===== config.mk =====
export PLATFORM = sky130hd
export DESIGN_NAME = rdmap_event_merge
export DESIGN_NICKNAME = d
export VERILOG_FILES = /design/src/rtl/rdmap_event_merge.sv
export SDC_FILE = /design/constraint.sdc
export NUM_CORES = 1
export LEC_CHECK = 0
export BUFFER_PORTS_ARGS = -buffer_cell sky130_fd_sc_hd__buf_4
export CORE_AREA = 2 2 127 129
export DETAILED_ROUTE_END_ITERATION = 10
export DIE_AREA = 0 0 129 131
export PLACE_DENSITY = 0.79
export REMOVE_ABC_BUFFERS = 1
export SLEW_MARGIN = 20
export SYNTH_ARGS = -nofsm -noshare
export SYNTH_HDL_FRONTEND = slang
export SYNTH_SLANG_ARGS = --single-unit

===== constraint.sdc =====
create_clock -name clock -period 8.8 [get_ports clock]
set_input_delay 1.76 -clock clock [delete_from_list [all_inputs] [get_ports clock]]
set_output_delay 1.76 -clock clock [all_outputs]
set_load 0.05 [all_outputs]

===== src/rtl/rdmap_event_merge.sv =====
// RDMAP event merge: three per-source event FIFOs (ACK, offload, write-done)
// drained round-robin into one registered valid/ready completion-event stream.
module rdmap_event_merge #(
    parameter int DEPTH = 4,
    parameter int AW    = 2
) (
    input  logic        clock,
    input  logic        reset,
    input  logic        ackFifoPush,
    input  logic [27:0] ackFifoDataIn,
    output logic        ackFifoFull,
    input  logic        offloadFifoPush,
    input  logic [7:0]  offloadFifoDataIn,
    output logic        offloadFifoFull,
    input  logic        wrDoneFifoPush,
    input  logic [7:0]  wrDoneFifoDataIn,
    output logic        wrDoneFifoFull,
    output logic        evtValid,
    input  logic        evtReady,
    output logic [1:0]  evtType,
    output logic [7:0]  evtTid,
    output logic [19:0] evtInfo,
    output logic        ovfErr
);

    localparam int NSRC = 3;
    localparam logic [AW:0] FULL_CNT = (AW+1)'(DEPTH);

    // Source index 0=ACK, 1=OFFLOAD, 2=WR_DONE; entries are {tid, info}.
    logic [NSRC-1:0] push;
    logic [NSRC-1:0] full;
    logic [NSRC-1:0] empty;
    logic [NSRC-1:0] accept;
    logic [NSRC-1:0] pop;
    logic [27:0]     din      [NSRC];
    logic [27:0]     head     [NSRC];
    logic [27:0]     mem_q    [NSRC][DEPTH];
    logic [AW-1:0]   wrPtr_q  [NSRC];
    logic [AW-1:0]   wrPtr_d  [NSRC];
    logic [AW-1:0]   rdPtr_q  [NSRC];
    logic [AW-1:0]   rdPtr_d  [NSRC];
    logic [AW:0]     count_q  [NSRC];
    logic [AW:0]     count_d  [NSRC];

    logic            ovfErr_q;
    logic            ovfErr_d;
    logic [1:0]      rr_q;
    logic [1:0]      rr_d;
    logic            evtValid_q;
    logic            evtValid_d;
    logic [1:0]      evtType_q;
    logic [1:0]      evtType_d;
    logic [7:0]      evtTid_q;
    logic [7:0]      evtTid_d;
    logic [19:0]     evtInfo_q;
    logic [19:0]     evtInfo_d;

    logic            load;
    logic            found;
    logic [1:0]      grantIdx;
    logic [27:0]     grantData;

    assign push[0] = ackFifoPush;
    assign push[1] = offloadFifoPush;
    assign push[2] = wrDoneFifoPush;
    assign din[0]  = ackFifoDataIn;
    assign din[1]  = {offloadFifoDataIn, 20'd0};
    assign din[2]  = {wrDoneFifoDataIn, 20'd0};

    // Status flags decoded from the registered occupancy counts.
    always_comb begin
        for (int s = 0; s < NSRC; s++) begin
            full[s]   = (count_q[s] == FULL_CNT);
            empty[s]  = (count_q[s] == '0);
            accept[s] = push[s] & ~full[s];
            head[s]   = mem_q[s][rdPtr_q[s]];
        end
    end

    // Round-robin search starting at rr_q; first non-empty source wins.
    always_comb begin
        found    = 1'b0;
        grantIdx = 2'd0;
        for (int k = 0; k < NSRC; k++) begin
            int j;
            j = (int'(rr_q) + k) % NSRC;
            if (!found && !empty[j]) begin
                found    = 1'b1;
                grantIdx = 2'(j);
            end
        end
    end

    assign load = (~evtValid_q | evtReady) & found;

    // Head of the granted FIFO and one-hot pop strobe.
    always_comb begin
        pop       = '0;
        grantData = head[0];
        case (grantIdx)
            2'd1:    grantData = head[1];
            2'd2:    grantData = head[2];
            default: grantData = head[0];
        endcase
        if (load) begin
            pop[grantIdx] = 1'b1;
        end
    end

    // FIFO pointer/count next state; sticky overflow on push-while-full.
    always_comb begin
        ovfErr_d = ovfErr_q;
        for (int s = 0; s < NSRC; s++) begin
            wrPtr_d[s] = wrPtr_q[s] + AW'(accept[s]);
            rdPtr_d[s] = rdPtr_q[s] + AW'(pop[s]);
            count_d[s] = count_q[s];
            if (accept[s] && !pop[s]) begin
                count_d[s] = count_q[s] + 1'b1;
            end else if (!accept[s] && pop[s]) begin
                count_d[s] = count_q[s] - 1'b1;
            end
            if (push[s] && full[s]) begin
                ovfErr_d = 1'b1;
            end
        end
    end

    // Output register and RR pointer next state.
    always_comb begin
        evtValid_d = evtValid_q;
        evtType_d  = evtType_q;
        evtTid_d   = evtTid_q;
        evtInfo_d  = evtInfo_q;
        rr_d       = rr_q;
        if (load) begin
            evtValid_d = 1'b1;
            evtType_d  = grantIdx;
            evtTid_d   = grantData[27:20];
            evtInfo_d  = grantData[19:0];
            rr_d       = (grantIdx == 2'd2) ? 2'd0 : grantIdx + 2'd1;
        end else if (evtValid_q && evtReady) begin
            evtValid_d = 1'b0;
        end
    end

    // FIFO storage writes; contents need no reset since counts gate reads.
    always_ff @(posedge clock) begin
        for (int s = 0; s < NSRC; s++) begin
            if (accept[s]) begin
                mem_q[s][wrPtr_q[s]] <= din[s];
            end
        end
    end

    // State registers with synchronous reset.
    always_ff @(posedge clock) begin
        if (reset) begin
            for (int s = 0; s < NSRC; s++) begin
                wrPtr_q[s] <= '0;
                rdPtr_q[s] <= '0;
                count_q[s] <= '0;
            end
            ovfErr_q   <= 1'b0;
            rr_q       <= 2'd0;
            evtValid_q <= 1'b0;
            evtType_q  <= 2'd0;
            evtTid_q   <= 8'd0;
            evtInfo_q  <= 20'd0;
        end else begin
            for (int s = 0; s < NSRC; s++) begin
                wrPtr_q[s] <= wrPtr_d[s];
                rdPtr_q[s] <= rdPtr_d[s];
                count_q[s] <= count_d[s];
            end
            ovfErr_q   <= ovfErr_d;
            rr_q       <= rr_d;
            evtValid_q <= evtValid_d;
            evtType_q  <= evtType_d;
            evtTid_q   <= evtTid_d;
            evtInfo_q  <= evtInfo_d;
        end
    end

    assign ackFifoFull     = full[0];
    assign offloadFifoFull = full[1];
    assign wrDoneFifoFull  = full[2];
    assign evtValid        = evtValid_q;
    assign evtType         = evtType_q;
    assign evtTid          = evtTid_q;
    assign evtInfo         = evtInfo_q;
    assign ovfErr          = ovfErr_q;

endmodule


# Word level (Yosys, flattened, before mapping)
# Memories as Yosys holds them, arrays and structs flattened.
# Cells that the tools add are included.
# totals
ff_bits	34
mem_bits_rw	357
inputBits	50
output_inout_bits	35
wordCells	165
memories	4
# memory_table
name	words	width	rd	rd_clocked_by_memory_dff	write_ports	line	source
mem_q	3	112	3	0	3	37	logic [27:0] mem_q [NSRC][DEPTH];
count_q	3	3	3	0	3	42	logic [AW:0] count_q [NSRC];
rdPtr_q	3	2	3	0	3	40	logic [AW-1:0] rdPtr_q [NSRC];
wrPtr_q	3	2	3	0	3	38	logic [AW-1:0] wrPtr_q [NSRC];
# classes
n_addsub	15
div_mod_pow	3
magnitude_cmp	14
eq_ne	5
muxes	64
bitwise	24
n_reduce_logical	30
# op_table
cell	count
two-way mux 112 bit	3
two-way mux 28 bit	9
binary-select mux 28 bit (select 2 bit)	3
demux 28 bit (select 2 bit)	3
< comparator 32 x 4 -> 1 bit, second input constant	3
modulo 32 x 3 -> 32 bit, second input constant	2
one-hot mux 28 bit (2 select lines)	1
modulo 3 x 3 -> 32 bit, second input constant	1
two-way mux 3 bit	10
two-way mux 1 bit	21
two-way mux 2 bit	10
>= comparator 3 bit, second input constant	6
NOT 2 -> 3 bit	6
logical AND 1 bit	16
adder 2 x 1 -> 2 bit	6
bitwise OR 1 bit	10
adder 3 x 1 -> 3 bit, second input constant	3
equality test 3 bit, second input constant	3
zero test 1 bit	9
zero test 3 bit	3
< comparator 3 x 1 -> 1 bit, second input constant	3
subtractor 3 x 1 -> 3 bit, second input constant	3
binary-select mux 1 bit (select 2 bit)	3
bitwise AND 1 bit	4
11 further kinds	14

# Logic depth before layout (Yosys ltp)
# depth
ltp_word	20
mapped_depth	15

# Worst setup path before layout
# OpenSTA, ideal clock, no wires.
# synth_timing
path_kind	input port to flip-flop
start	input ackFifoPush
end	memory mem_q[0][28] (netlist name), enable pin
setup_ns	0.454
arrival_ns	3.944
required_ns	8.346
slack_ns	4.402
cell_stages	2
path_cell_list	nand2b_1 > nor3b_1
# synth_rtl
item	line	source
start, declared	9	input logic ackFifoPush,
end, declared	37	

==> out/qor.csv <==
stage,metric,value,unit
status,outcome,"finished, final reports clean",
cts,post_cts_hold_buffer_count,0,
synth,synth.most_common_cell,edfxtp_1,
finish,finish.instance_area,0.0108,mm2
power,power.density,366,mW/mm2
place,placed_area,0.00992,mm2
synth,synth_edf_count,176,
floorplan,ioPinCount,85,
finish,area_delta_synth_final,19.1,%
floorplan,die_w,129,um
cts,cts_buffers,24,
detailed_routing,via_count,5067,
hold_path,min-delay-start,evtInfo[16],
global_routing,grt_max_degree,65,
timing,min_period_over_period,0.411,
detailed_routing,ant_nets,0,
timing,tns,0,ps
synth,synth_top_cells_by_area,"edfxtp_1, dfxtp_1, mux4_2",
timing,fmax,276,MHz
cts,clock_sinks,231,
worst_setup_path,arrival,4060,ps
global_routing,antenna_found_initial,0,
finish,stdcell_count,885,
worst_setup_path,cp-end-kind,flop,
synth,syn_area,0.00909,mm2
cts,clk_pin_slew,60,ps
power,internal_power,2560,uW
detailed_routing,wire_per_inst,20.4,um
timing,max-slew-margin-rel,0.293,
worst_setup_path,crit_path_max_fanout,9,
floorplan,fp-row-count,46,
synth,ys_ff_latch,231,
cts,cts_root_buf,clkbuf_16,
floorplan,die_area,0.0169,mm2
worst_setup_path,rr_endpoint,count_q[0][5],
global_routing,overflow,0,
timing,slew_violations,0,
timing,skew,15.7,ps
finish,drive_gt1_frac,0.281,
synth,ys_seq_area_frac,0.703,
worst_setup_path,cp_cell_sequence,inv_1 > ha_1 > nor2_1 > a21oi_1 > a221oi_1 > inv_1 > ha_1 > nand2_1 > ha_1 > inv_1 > fa_1 > xor2_1 > or3_1 > a21oi_1,
hold_path,hold_end,evtInfo[16],
power,sw_frac_of_total,0.354,
timing,tightest_slew,1060,ps
power,power_frac_clock,0.278,
worst_setup_path,cp_slowest_cell,a221oi_1,
finish,utilization,0.694,
run,cap_violations,0,
timing,setup_violations,0,
detailed_routing,via_per_inst,5.73,
worst_setup_path,r2r_start,rr_q[0],
power,comb_power_share,0.348,
synth,synthCells,562,
power,seqPwrFrac,0.374,
timing,hold_viol_final,0,
global_routing,grt_pass1_vias,5241,
detailed_routing,drt-initial-drc-count,338,
place,place.gp.congestion,0.744,
worst_setup_path,cpPeakStageDelay,540,ps
global_routing,grt_use_total,0.217,
floorplan,initial_core_util,0.583,
worst_setup_path,cp-start-kind,flop,
floorplan,die_h,131,um
worst_setup_path,ff2ff_path_depth,14,
timing,fin_crit,3620,ps
cts,ctsResizeCount,0,
detailed_routing,routed_wl,18000,um
place,dp_hpwl,11200,um
worst_setup_path,crit_type,flop to flop,
global_routing,grt_pass1_wl,27800,um
hold_path,worstHoldPathCells,2,
cts,post_cts_buffers,0,
synth,ys_types,41,
place,portBuffers,84,
timing,rsz0062_at_grt,no,
synth,ys_warn_count,0,
cts,cts_tree,done,
detailed_routing,drc,0,
place,dp_cells,841,
worst_setup_path,r2r_setup_slack,5180,ps
hold_path,hold_path_class,flop to flop,
timing,setup_ws,5180,ps
place,pre_cts_slack,4750,ps
power,total_leakage_power,0.00383,uW
cts,clk_path_buf_depth,3,
synth,synth_top_area_share,0.582,
finish,nNetsFinal,719,
detailed_routing,drt-pass1-iter-count,4,
synth,yosys.area.top_type,edfxtp_1,
power,p_sw,1400,uW
finish,fillers,1009,
finish,n_antenna_cell,0,
floorplan,coreArea,0.0156,mm2
worst_setup_path,critical_path_required,9240,ps
cts,htreeDepth,1,
worst_setup_path,startpoint,rr_q[0],
synth,syn_avg_cell_area,16.2,um2
synth,async_reset_ff_frac,0,
power,ir_drop,0.222,mV
cts,worstSkewPairLatency,520,ps
synth,synth_common_cells,"edfxtp_1, dfxtp_1, nand2_1, mux4_2, nand3b_1",
synth,synth_top_flop_cell,edfxtp_1,
==> critical path: cells and delay by family (launching register included) <==
family / cells / cell delay, ps
fa+ha+maj: 4 / 1380
compound gates: 3 / 760
simple gates: 3 / 660
flops: 1 / 360
buf+inv: 3 / 220
xor+xnor: 1 / 160
==> layer usage <==
| metal | share of wire | global-route usage |
|---|---|---|
| met1 | 0.41 | 0.278 |
| met2 | 0.52 | 0.379 |
| met3 | 0.053 | 0.0464 |
| met4 | 0.022 | 0.0582 |
| met5 | 0 | 0 |
==> layout by cell type, fill, tap and decap left out, types with 5 or more instances in the layout <==
| cell type | instances |
|---|---|
| edfxtp_1 | 176 |
| buf_4 | 93 |
| dfxtp_1 | 53 |
| nand2_1 | 33 |
| mux4_2 | 28 |
| nand3b_1 | 28 |
| clkbuf_16 | 24 |
| nor2_1 | 22 |
| mux2i_1 | 19 |
| a21oi_1 | 17 |
| mux2_2 | 16 |
| ha_1 | 15 |
| inv_1 | 14 |
| o21ai_0 | 13 |
| o21ai_1 | 13 |
| o221ai_1 | 8 |
| o22ai_1 | 8 |
| o41ai_1 | 8 |
| nor2b_1 | 7 |
| xor2_1 | 6 |
| xnor2_1 | 6 |
| or3_1 | 5 |
| nor3_1 | 5 |
| bufinv_16 | 5 |
| clkinv_2 | 5 |
==> power groups by stage <==
stage / registers [uW] / logic [uW] / clock network (uW)
6_report: 1480 / 1380 / 1100
5_1_grt: 1500 / 1520 / 1160
4_1_cts: 1480 / 1400 / 1120
3_5_place_dp: 1500 / 1380 / 0
3_3_place_gp: 1490 / 1330 / 0
2_1_floorplan: 1590 / 844 / 0
==> per-stage QoR <==
stage | hold slack (ps) | total power, uW
after floorplan | 447 | 2430
after global placement | 464 | 2820
after detailed placement | 474 | 2880
after CTS | 485 | 3990
after global routing | 503 | 4180
final | 485 | 3960
==> registers in the layout (all words and copies together), names as in the netlist, 2 cells and up <==
| name | cells |
|---|---|
| mem_q | 176 |
| evtInfo | 20 |
| count_q | 9 |
| evtTid | 8 |
| rdPtr_q | 6 |
| wrPtr_q | 6 |
| evtType | 2 |
| rr_q | 2 |
==> how the worst max path moves through the flow <==
stage	to
3_5_place_dp	count_q[0][8]
2_1_floorplan	mem_q[0][28]
5_1_grt	count_q[0][5]
3_3_place_gp	count_q[0][5]
4_1_cts	count_q[0][5]
6_report	count_q[0][5]
==> layout make-up <==
cell class / instances / area [um2] / area share
inverter: 14 / 52.6 / 0.00486
timing repair buffer: 93 / 698 / 0.0645
clock inverter: 14 / 233 / 0.0215
tap: 216 / 270 / 0.0250
sequential: 231 / 6390 / 0.591
clock buffer: 30 / 663 / 0.0613
multi-input combinational: 287 / 2510 / 0.232
==> kinds of logic after synthesis <==
logic type | synth area share
adders and majority gates | 0.0273
and+or+nand+nor | 0.0700
AOI/OAI and AO/OA | 0.0559
DFF | 0.703
xor gates and xnor gates | 0.0116
muxes | 0.110
buffers and inverters | 0.0223
Power figures use the tool's default switching activity.
